File: src/rtl/cache_metadata_flush_if.sv
// Controller/writeback bundle for cache_metadata_flush.
// The flush_wb_count member exists only when METADATA_FLUSH_STATS_EN is defined.
interface cache_metadata_flush_if #(
  parameter int NUM_SETS = 16,
  parameter int ASSOC    = 4,
  parameter int TAG_SIZE = 26
);
  localparam int SET_SIZE = $clog2(NUM_SETS);
  localparam int WAY_SIZE = (ASSOC > 1) ? $clog2(ASSOC) : 1;

  logic [SET_SIZE-1:0] set;
  logic [TAG_SIZE-1:0] tag;
  logic                miss_recovery_mode;
  logic                touch;
  logic                install;
  logic                install_dirty;
  logic                invalidate;
  logic                set_dirty;
  logic                clear_dirty;
  logic                valid_block_match;
  logic                valid_dirty_bit;
  logic [TAG_SIZE-1:0] selected_tag;
  logic [WAY_SIZE-1:0] selected_way;
  logic                flush_req;
  logic                flush_busy;
  logic                flush_wb_valid;
  logic                flush_wb_ready;
  logic [SET_SIZE-1:0] flush_wb_set;
  logic [WAY_SIZE-1:0] flush_wb_way;
  logic [TAG_SIZE-1:0] flush_wb_tag;
  logic                flush_done;

`ifdef METADATA_FLUSH_STATS_EN
  logic [SET_SIZE+WAY_SIZE:0] flush_wb_count;

  modport master (
    output set, tag, miss_recovery_mode, touch, install, install_dirty,
           invalidate, set_dirty, clear_dirty, flush_req, flush_wb_ready,
    input  valid_block_match, valid_dirty_bit, selected_tag, selected_way,
           flush_busy, flush_wb_valid, flush_wb_set, flush_wb_way,
           flush_wb_tag, flush_done, flush_wb_count
  );
  modport slave (
    input  set, tag, miss_recovery_mode, touch, install, install_dirty,
           invalidate, set_dirty, clear_dirty, flush_req, flush_wb_ready,
    output valid_block_match, valid_dirty_bit, selected_tag, selected_way,
           flush_busy, flush_wb_valid, flush_wb_set, flush_wb_way,
           flush_wb_tag, flush_done, flush_wb_count
  );
`else
  modport master (
    output set, tag, miss_recovery_mode, touch, install, install_dirty,
           invalidate, set_dirty, clear_dirty, flush_req, flush_wb_ready,
    input  valid_block_match, valid_dirty_bit, selected_tag, selected_way,
           flush_busy, flush_wb_valid, flush_wb_set, flush_wb_way,
           flush_wb_tag, flush_done
  );
  modport slave (
    input  set, tag, miss_recovery_mode, touch, install, install_dirty,
           invalidate, set_dirty, clear_dirty, flush_req, flush_wb_ready,
    output valid_block_match, valid_dirty_bit, selected_tag, selected_way,
           flush_busy, flush_wb_valid, flush_wb_set, flush_wb_way,
           flush_wb_tag, flush_done
  );
`endif
endinterface

File: src/rtl/cache_metadata_flush.sv
// Set-associative tag/valid/dirty store with true-LRU ages, invalid-first victim
// choice and a flush walker. Optional writeback counter: METADATA_FLUSH_STATS_EN.
module cache_metadata_flush #(
  parameter int NUM_SETS  = 16,
  parameter int ASSOC     = 4,
  parameter int TAG_SIZE  = 26,
  parameter int READ_ONLY = 0
) (
  input logic clk,
  input logic reset,
  cache_metadata_flush_if.slave bus
);
  localparam int SET_SIZE = $clog2(NUM_SETS);
  localparam int WAY_SIZE = (ASSOC > 1) ? $clog2(ASSOC) : 1;
  localparam logic [SET_SIZE-1:0] LAST_SET = SET_SIZE'(NUM_SETS - 1);
  localparam logic [WAY_SIZE-1:0] LAST_WAY = WAY_SIZE'(ASSOC - 1);

  typedef enum logic [1:0] {IDLE, SCAN, WB, DONE} state_t;

  state_t              state_q, state_d;
  logic [SET_SIZE-1:0] walk_set_q, walk_set_d;
  logic [WAY_SIZE-1:0] walk_way_q, walk_way_d;

  logic                valid_q [NUM_SETS][ASSOC];
  logic                dirty_q [NUM_SETS][ASSOC];
  logic [TAG_SIZE-1:0] tag_q   [NUM_SETS][ASSOC];
  logic [WAY_SIZE-1:0] age_q   [NUM_SETS][ASSOC];

  logic                hit;
  logic                victim_found;
  logic [WAY_SIZE-1:0] hit_way, victim_way, sel_way;
  logic [WAY_SIZE-1:0] touch_age;
  logic                install_dirty_val;
  logic                busy;
  logic                line_dirty, last_idx;
  logic [SET_SIZE-1:0] nxt_set;
  logic [WAY_SIZE-1:0] nxt_way;
  logic                walk_clr_valid, wb_fire, flush_start;

  // Lookup and victim selection
  always_comb begin
    hit          = 1'b0;
    hit_way      = '0;
    victim_way   = '0;
    victim_found = 1'b0;
    for (int unsigned w = 0; w < ASSOC; w++) begin
      if (valid_q[bus.set][w] && (tag_q[bus.set][w] == bus.tag)) begin
        hit     = 1'b1;
        hit_way = hit_way | WAY_SIZE'(w);
      end
    end
    for (int unsigned w = 0; w < ASSOC; w++) begin
      if (!victim_found && !valid_q[bus.set][w]) begin
        victim_way   = WAY_SIZE'(w);
        victim_found = 1'b1;
      end
    end
    if (!victim_found) begin
      for (int unsigned w = 0; w < ASSOC; w++) begin
        if (age_q[bus.set][w] == LAST_WAY) victim_way = WAY_SIZE'(w);
      end
    end
  end

  assign sel_way           = bus.miss_recovery_mode ? victim_way : (hit ? hit_way : '0);
  assign touch_age         = age_q[bus.set][sel_way];
  assign install_dirty_val = bus.clear_dirty ? 1'b0 : (bus.install_dirty | bus.set_dirty);
  assign busy              = (state_q == SCAN) || (state_q == WB);

  assign bus.selected_way      = sel_way;
  assign bus.selected_tag      = tag_q[bus.set][sel_way];
  assign bus.valid_block_match = hit && !busy;
  assign bus.valid_dirty_bit   = (READ_ONLY == 0) && valid_q[bus.set][sel_way] &&
                                 dirty_q[bus.set][sel_way];

  // Walk index order: way first, then set
  always_comb begin
    line_dirty = valid_q[walk_set_q][walk_way_q] && dirty_q[walk_set_q][walk_way_q];
    last_idx   = (walk_set_q == LAST_SET) && (walk_way_q == LAST_WAY);
    if (walk_way_q == LAST_WAY) begin
      nxt_way = '0;
      nxt_set = walk_set_q + SET_SIZE'(1);
    end else begin
      nxt_way = walk_way_q + WAY_SIZE'(1);
      nxt_set = walk_set_q;
    end
  end

  always_comb begin
    state_d        = state_q;
    walk_set_d     = walk_set_q;
    walk_way_d     = walk_way_q;
    walk_clr_valid = 1'b0;
    wb_fire        = 1'b0;
    flush_start    = 1'b0;
    case (state_q)
      IDLE: begin
        if (bus.flush_req) begin
          state_d     = SCAN;
          walk_set_d  = '0;
          walk_way_d  = '0;
          flush_start = 1'b1;
        end
      end
      SCAN: begin
        if (line_dirty) begin
          state_d = WB;
        end else begin
          walk_clr_valid = 1'b1;
          if (last_idx) begin
            state_d = DONE;
          end else begin
            walk_set_d = nxt_set;
            walk_way_d = nxt_way;
          end
        end
      end
      WB: begin
        if (bus.flush_wb_ready) begin
          wb_fire        = 1'b1;
          walk_clr_valid = 1'b1;
          if (last_idx) begin
            state_d = DONE;
          end else begin
            state_d    = SCAN;
            walk_set_d = nxt_set;
            walk_way_d = nxt_way;
          end
        end
      end
      DONE:    state_d = IDLE;
      default: state_d = IDLE;
    endcase
  end

  always_ff @(posedge clk) begin
    if (reset) begin
      state_q    <= IDLE;
      walk_set_q <= '0;
      walk_way_q <= '0;
    end else begin
      state_q    <= state_d;
      walk_set_q <= walk_set_d;
      walk_way_q <= walk_way_d;
    end
  end

  assign bus.flush_busy     = busy;
  assign bus.flush_done     = (state_q == DONE);
  assign bus.flush_wb_valid = (state_q == WB);
  assign bus.flush_wb_set   = (state_q == WB) ? walk_set_q : '0;
  assign bus.flush_wb_way   = (state_q == WB) ? walk_way_q : '0;
  assign bus.flush_wb_tag   = (state_q == WB) ? tag_q[walk_set_q][walk_way_q] : '0;

  // Controller strobes and walker clears are mutually exclusive through busy
  always_ff @(posedge clk) begin
    if (reset) begin
      for (int unsigned s = 0; s < NUM_SETS; s++) begin
        for (int unsigned w = 0; w < ASSOC; w++) begin
          valid_q[s][w] <= 1'b0;
          dirty_q[s][w] <= 1'b0;
          age_q[s][w]   <= WAY_SIZE'(w);
        end
      end
    end else if (busy) begin
      if (walk_clr_valid) valid_q[walk_set_q][walk_way_q] <= 1'b0;
      if (wb_fire)        dirty_q[walk_set_q][walk_way_q] <= 1'b0;
    end else begin
      if (bus.invalidate) begin
        valid_q[bus.set][sel_way] <= 1'b0;
        dirty_q[bus.set][sel_way] <= 1'b0;
      end else if (bus.install) begin
        valid_q[bus.set][sel_way] <= 1'b1;
        if (READ_ONLY == 0) dirty_q[bus.set][sel_way] <= install_dirty_val;
      end else if (READ_ONLY == 0) begin
        if (bus.clear_dirty)    dirty_q[bus.set][sel_way] <= 1'b0;
        else if (bus.set_dirty) dirty_q[bus.set][sel_way] <= 1'b1;
      end
      if (bus.touch) begin
        for (int unsigned w = 0; w < ASSOC; w++) begin
          if (WAY_SIZE'(w) == sel_way)          age_q[bus.set][w] <= '0;
          else if (age_q[bus.set][w] < touch_age) age_q[bus.set][w] <= age_q[bus.set][w] + WAY_SIZE'(1);
        end
      end
    end
  end

  always_ff @(posedge clk) begin
    if (!reset && !busy && !bus.invalidate && bus.install)
      tag_q[bus.set][sel_way] <= bus.tag;
  end

`ifdef METADATA_FLUSH_STATS_EN
  logic [SET_SIZE+WAY_SIZE:0] wb_count_q, wb_count_d;

  always_comb begin
    wb_count_d = wb_count_q;
    if (flush_start)  wb_count_d = '0;
    else if (wb_fire) wb_count_d = wb_count_q + 1'b1;
  end

  always_ff @(posedge clk) begin
    if (reset) wb_count_q <= '0;
    else       wb_count_q <= wb_count_d;
  end

  assign bus.flush_wb_count = wb_count_q;
`endif
endmodule

File: src/flat_wrapper.sv
// flat-port wrapper written by rule: the top's interface ports become plain ports
module cache_metadata_flush_flat 
#(
  parameter int NUM_SETS  = 16,
  parameter int ASSOC     = 4,
  parameter int TAG_SIZE  = 26,
  parameter int READ_ONLY = 0
)
  (clk, reset, bus_set, bus_tag, bus_miss_recovery_mode, bus_touch, bus_install, bus_install_dirty, bus_invalidate, bus_set_dirty, bus_clear_dirty, bus_flush_req, bus_flush_wb_ready, bus_valid_block_match, bus_valid_dirty_bit, bus_selected_tag, bus_selected_way, bus_flush_busy, bus_flush_wb_valid, bus_flush_wb_set, bus_flush_wb_way, bus_flush_wb_tag, bus_flush_done);
  cache_metadata_flush_if #(.NUM_SETS(NUM_SETS), .ASSOC(ASSOC), .TAG_SIZE(TAG_SIZE)) bus_i ();
  input logic clk;
  input logic reset;
  input wire logic [$bits(bus_i.set)-1:0] bus_set;
  input wire logic [$bits(bus_i.tag)-1:0] bus_tag;
  input wire logic [$bits(bus_i.miss_recovery_mode)-1:0] bus_miss_recovery_mode;
  input wire logic [$bits(bus_i.touch)-1:0] bus_touch;
  input wire logic [$bits(bus_i.install)-1:0] bus_install;
  input wire logic [$bits(bus_i.install_dirty)-1:0] bus_install_dirty;
  input wire logic [$bits(bus_i.invalidate)-1:0] bus_invalidate;
  input wire logic [$bits(bus_i.set_dirty)-1:0] bus_set_dirty;
  input wire logic [$bits(bus_i.clear_dirty)-1:0] bus_clear_dirty;
  input wire logic [$bits(bus_i.flush_req)-1:0] bus_flush_req;
  input wire logic [$bits(bus_i.flush_wb_ready)-1:0] bus_flush_wb_ready;
  output wire logic [$bits(bus_i.valid_block_match)-1:0] bus_valid_block_match;
  output wire logic [$bits(bus_i.valid_dirty_bit)-1:0] bus_valid_dirty_bit;
  output wire logic [$bits(bus_i.selected_tag)-1:0] bus_selected_tag;
  output wire logic [$bits(bus_i.selected_way)-1:0] bus_selected_way;
  output wire logic [$bits(bus_i.flush_busy)-1:0] bus_flush_busy;
  output wire logic [$bits(bus_i.flush_wb_valid)-1:0] bus_flush_wb_valid;
  output wire logic [$bits(bus_i.flush_wb_set)-1:0] bus_flush_wb_set;
  output wire logic [$bits(bus_i.flush_wb_way)-1:0] bus_flush_wb_way;
  output wire logic [$bits(bus_i.flush_wb_tag)-1:0] bus_flush_wb_tag;
  output wire logic [$bits(bus_i.flush_done)-1:0] bus_flush_done;
  assign bus_i.set = bus_set;
  assign bus_i.tag = bus_tag;
  assign bus_i.miss_recovery_mode = bus_miss_recovery_mode;
  assign bus_i.touch = bus_touch;
  assign bus_i.install = bus_install;
  assign bus_i.install_dirty = bus_install_dirty;
  assign bus_i.invalidate = bus_invalidate;
  assign bus_i.set_dirty = bus_set_dirty;
  assign bus_i.clear_dirty = bus_clear_dirty;
  assign bus_i.flush_req = bus_flush_req;
  assign bus_i.flush_wb_ready = bus_flush_wb_ready;
  assign bus_valid_block_match = bus_i.valid_block_match;
  assign bus_valid_dirty_bit = bus_i.valid_dirty_bit;
  assign bus_selected_tag = bus_i.selected_tag;
  assign bus_selected_way = bus_i.selected_way;
  assign bus_flush_busy = bus_i.flush_busy;
  assign bus_flush_wb_valid = bus_i.flush_wb_valid;
  assign bus_flush_wb_set = bus_i.flush_wb_set;
  assign bus_flush_wb_way = bus_i.flush_wb_way;
  assign bus_flush_wb_tag = bus_i.flush_wb_tag;
  assign bus_flush_done = bus_i.flush_done;
  cache_metadata_flush #(.NUM_SETS(NUM_SETS), .ASSOC(ASSOC), .TAG_SIZE(TAG_SIZE), .READ_ONLY(READ_ONLY)) u_core (.clk(clk), .reset(reset), .bus(bus_i));
endmodule
File: config.mk
export PLATFORM = sky130hd
export DESIGN_NAME = cache_metadata_flush_flat
export DESIGN_NICKNAME = d
export VERILOG_FILES = /design/src/rtl/cache_metadata_flush_if.sv /design/src/rtl/cache_metadata_flush.sv /design/src/flat_wrapper.sv
export SDC_FILE = /design/constraint.sdc
export NUM_CORES = 2
export LEC_CHECK = 0
export CAP_MARGIN = 10
export CORE_MARGIN = 10
export CORE_UTILIZATION = 45
export CTS_CLUSTER_DIAMETER = 80
export DETAILED_ROUTE_END_ITERATION = 7
export HOLD_SLACK_MARGIN = 0.03
export PLACE_DENSITY = 0.61
export SLEW_MARGIN = 20
export SYNTH_ARGS = -nofsm -noshare
export SYNTH_HDL_FRONTEND = slang
export SYNTH_SLANG_ARGS = --single-unit
File: constraint.sdc
create_clock -name clk -period 10.4 [get_ports clk]
set_input_delay 2.08 -clock clk [delete_from_list [all_inputs] [get_ports clk]]
set_output_delay 2.08 -clock clk [all_outputs]
set_load 0.01 [all_outputs]
==> flow_summary.yaml <==
logic_synthesis:
  synth_edf_count: 1920
  async_flop_share_pct: 0
  syn_area_sq_um: 95300
  seq_area_frac_synth_pct: 60.8
  synthFlopType: "edfxtp_1"
  yosysUniqueCellTypes: 89
  ys_ff_latch: 1932
  syn_avg_cell_area_sq_um: 17.8
  synth_fp_nets: 5401
  yosysWarnings: 0
  netlist_instances: 5343
clock_tree:
  cts_sinks: 1932
  cts-buffers-inserted: 201
  post_cts_buffers: 0
  cts_resized: 0
  clk_pin_slew_ns: 0.06
  clk_path_buf_depth: 3
  cts-root-buf: "clkbuf_16"
  h-tree-depth: 4
  holdBufCountCts: 0
  clkLatencyLatePin_ns: 0.89
  cts_tree: "yes"
run_status:
  violations: "negative setup slack"
  status: "complete, but fails checks"
place:
  place_area_sq_um: 101000
  dp.cells: 8120
  port-buffer-count: 105
  gp_congestion: 1.01
  dp_hpwl_um: 227000
final_layout:
  fin_cells: 8512
  final_design_area_no_fill_sq_um: 107000
  final_layout_size_suffix_gt1_share_pct: 32.3
  nFillCells: 16942
  area_growth_pct: 12.6
  layout.nets: 5576
sta:
  fmax_ghz: 0.0957
  rsz0062_at_grt: "false"
  finalWorstSetupSlack_ns: -0.0472
  hold_viol_final: 0
  finalMaxSlewViolations: 0
  relSlewSlack_pct: 15.9
  period_needed_ns: 10.45
  worstMarginPinSlew_ns: 1.26
  skew_ns: 0.0558
  final.period_utilization_pct: 100
  setup_viol: 1
detailed_routing:
  vias: 59713
  routedWlPerCell_um: 41.2
  drc: 0
  first_iter_violations: 10070
  antenna_left: 0
  wl_um: 351000
  vias_per_cell: 7.02
  drt-pass1-iter-count: 6
setup_path:
  crit_path_start_kind: "input pin"
  crit_fanout: 46
  crit_type: "in -> out"
  cp_slowest_cell: "clkdlybuf4s50_1"
  cp.buffers_inverters: 6
  crit_chain: "buf_8, buf_12, buf_12, mux4_2, mux2i_1, nor2_1, a2111oi_0, nand4_1, a21oi_1, nand3_1, a21oi_4, buf_12, buf_4, mux2i_1, nor2_1, a21oi_1, clkdlybuf4s50_1"
  required_ns: 8.32
  worst_path_dominant_cell_family: "buffers and inverters"
  cp_common_cell: "buf_12"
  critPathArrivalTime_ns: 8.37
  reg2reg_slack_ns: 3.46
  end_kind: "output pin"
  max_stage_delay_ns: 0.63
floorplan:
  core_sq_um: 210000
  fp-row-count: 168
  start_util_pct: 45.3
  chipWidth_um: 480
  ioPinCount: 106
  dieHeight_um: 480
  die_area_sq_um: 231000
global_route:
  grt_pass1_vias: 57786
  grt_pass1_wl_um: 480000
  grt_max_degree: 124
  grt_antenna_before_repair: 32
  overflow: 0
  grt_use_total_pct: 29.9
pwr:
  p_int_mw: 13.2
  p_clk_share_pct: 40.4
  power.share.sequential_pct: 48.9
  p_per_area_nw_per_um2: 164
  p_leak_nw: 33.1
  switchingPower_mw: 4.45
  ir_worst_vdd_mv: 0.133
  power_switching_share_pct: 25.2
  p_comb_share_pct: 10.6
job:
  drv_cap: 0
hold_path:
  hold_path_class: "reg -> reg"
[power groups by stage]
stage / clock network [mW] / logic, mW / registers, mW
after floorplan: 0 / 0.964 / 8.80
after global placement: 0 / 1.81 / 8.80
after detailed placement: 0 / 1.82 / 8.80
after CTS: 7.20 / 1.83 / 8.64
after global routing: 7.52 / 1.92 / 8.64
final: 7.14 / 1.88 / 8.64
[layout by cell type, fill, tap and decap left out, types with 55 or more instances in the layout]
| master | count |
|---|---|
| mux2_2 | 67 |
| a21oi_1 | 70 |
| nor2_1 | 279 |
| nand3_1 | 57 |
| o21ai_0 | 180 |
| a22oi_1 | 55 |
| mux4_2 | 1021 |
| a21o_1 | 69 |
| mux2i_1 | 252 |
| edfxtp_1 | 1920 |
| nor2_4 | 74 |
| buf_4 | 274 |
| xnor2_1 | 99 |
| clkdlybuf4s50_1 | 73 |
| nand2_1 | 306 |
| clkbuf_16 | 202 |
[synthesized netlist by cell type, drive strengths merged, types with 13 or more instances]
cell / instances / area, sq um
a21o: 70 / 526
a221oi: 15 / 149
nand2b: 18 / 113
and2: 53 / 332
nand2: 307 / 1150
o22ai: 28 / 175
a21oi: 72 / 360
nor2: 355 / 1410
xor2: 22 / 193
mux4: 1021 / 23000
o21ai: 197 / 986
nor3: 23 / 115
nand3: 58 / 290
xnor2: 99 / 867
o211ai: 18 / 135
nand4: 16 / 106
clkbuf: 243 / 912
a22oi: 55 / 413
and3: 13 / 86.3
ha: 17 / 213
mux2: 73 / 822
nor2b: 13 / 81.3
mux2i: 253 / 2540
inv: 44 / 168
a31oi: 14 / 87.6
buf: 192 / 1170
edfxtp: 1920 / 57700
[kinds of logic after synthesis]
group                      synth area share (%)
DFF                                        60.8
AOI/OAI and AO/OA                          3.70
buffers and inverters                      2.37
adders and majority gates                 0.223
and+or+nand+nor                            4.18
xor gates and xnor gates                   1.11
muxes                                      27.7
[flip-flops by register name (all words and copies together) (netlist names), named ones only]
register           count
u_core.tag_q        1664
u_core.age_q         128
u_core.dirty_q        64
u_core.valid_q        64
u_core.walk_set_q      4
u_core.state_q         2
u_core.walk_way_q      2
[routing by layer]
layer	GRT usage, %	part of all wire (%)	up-vias
met4	20.0	8.1	20
met2	44.2	44	4713
met1	39.9	36	31380
met5	0	0.039	-
li1	-	-	22599
met3	6.49	11	1001
[metrics by stage]
| stage | setup TNS [ns] | worst slack, ns | power, mW | hold slack [ns] | util (%) |
|---|---|---|---|---|---|
| 6_report | -0.0472 | -0.0472 | 17.7 | 0.599 | 51.1 |
| 5_1_grt | 0 | 0.0196 | 18.1 | 0.621 | 51.0 |
| 4_1_cts | 0 | 0.321 | 17.7 | 0.577 | 51.0 |
| 3_5_place_dp | 0 | 0.326 | 10.6 | 0.567 | 48.0 |
| 3_3_place_gp | 0 | 0.203 | 10.6 | 0.556 | 47.9 |
| 2_1_floorplan | 0 | 0.800 | 9.76 | 0.519 | - |
[final timing paths]
path,start,to,cells past startpoint
max,bus_set[1],bus_selected_tag[21],17
min,u_core.state_q[0]$_SDFFE_PP0P_,u_core.state_q[1]$_SDFFE_PP0P_,2
max reg2reg,u_core.tag_q[10][26]$_DFFE_PP_,u_core.tag_q[9][17]$_DFFE_PP_,12
min reg2reg,u_core.state_q[0]$_SDFFE_PP0P_,u_core.state_q[1]$_SDFFE_PP0P_,2
[final cells by class]
cell class | count | area (sq um) | area share [%]
diodes | 15 | 37.5 | 0.0350
inverters | 46 | 184 | 0.171
well taps | 2805 | 3510 | 3.27
multi-input cells | 2930 | 35700 | 33.3
clock buffers | 233 | 5170 | 4.82
clock inverters | 144 | 1270 | 1.18
repair buffers | 407 | 3550 | 3.31
flip-flops and latches | 1932 | 57900 | 54.0
[worst reg2reg max path, stage by stage (launching register included)]
cell	delay (ns)
edfxtp_1	0.39
mux4_2	0.47
mux2i_1	0.44
nor2_1	0.11
a2111oi_0	0.49
nand4_1	0.16
a21oi_1	0.22
nand3_1	0.53
buf_4	0.39
o21ai_0	0.65
nand3_2	0.97
nor2_4	1.21
buf_4	0.52
Note: power is estimated with default switching activity, not from simulation.
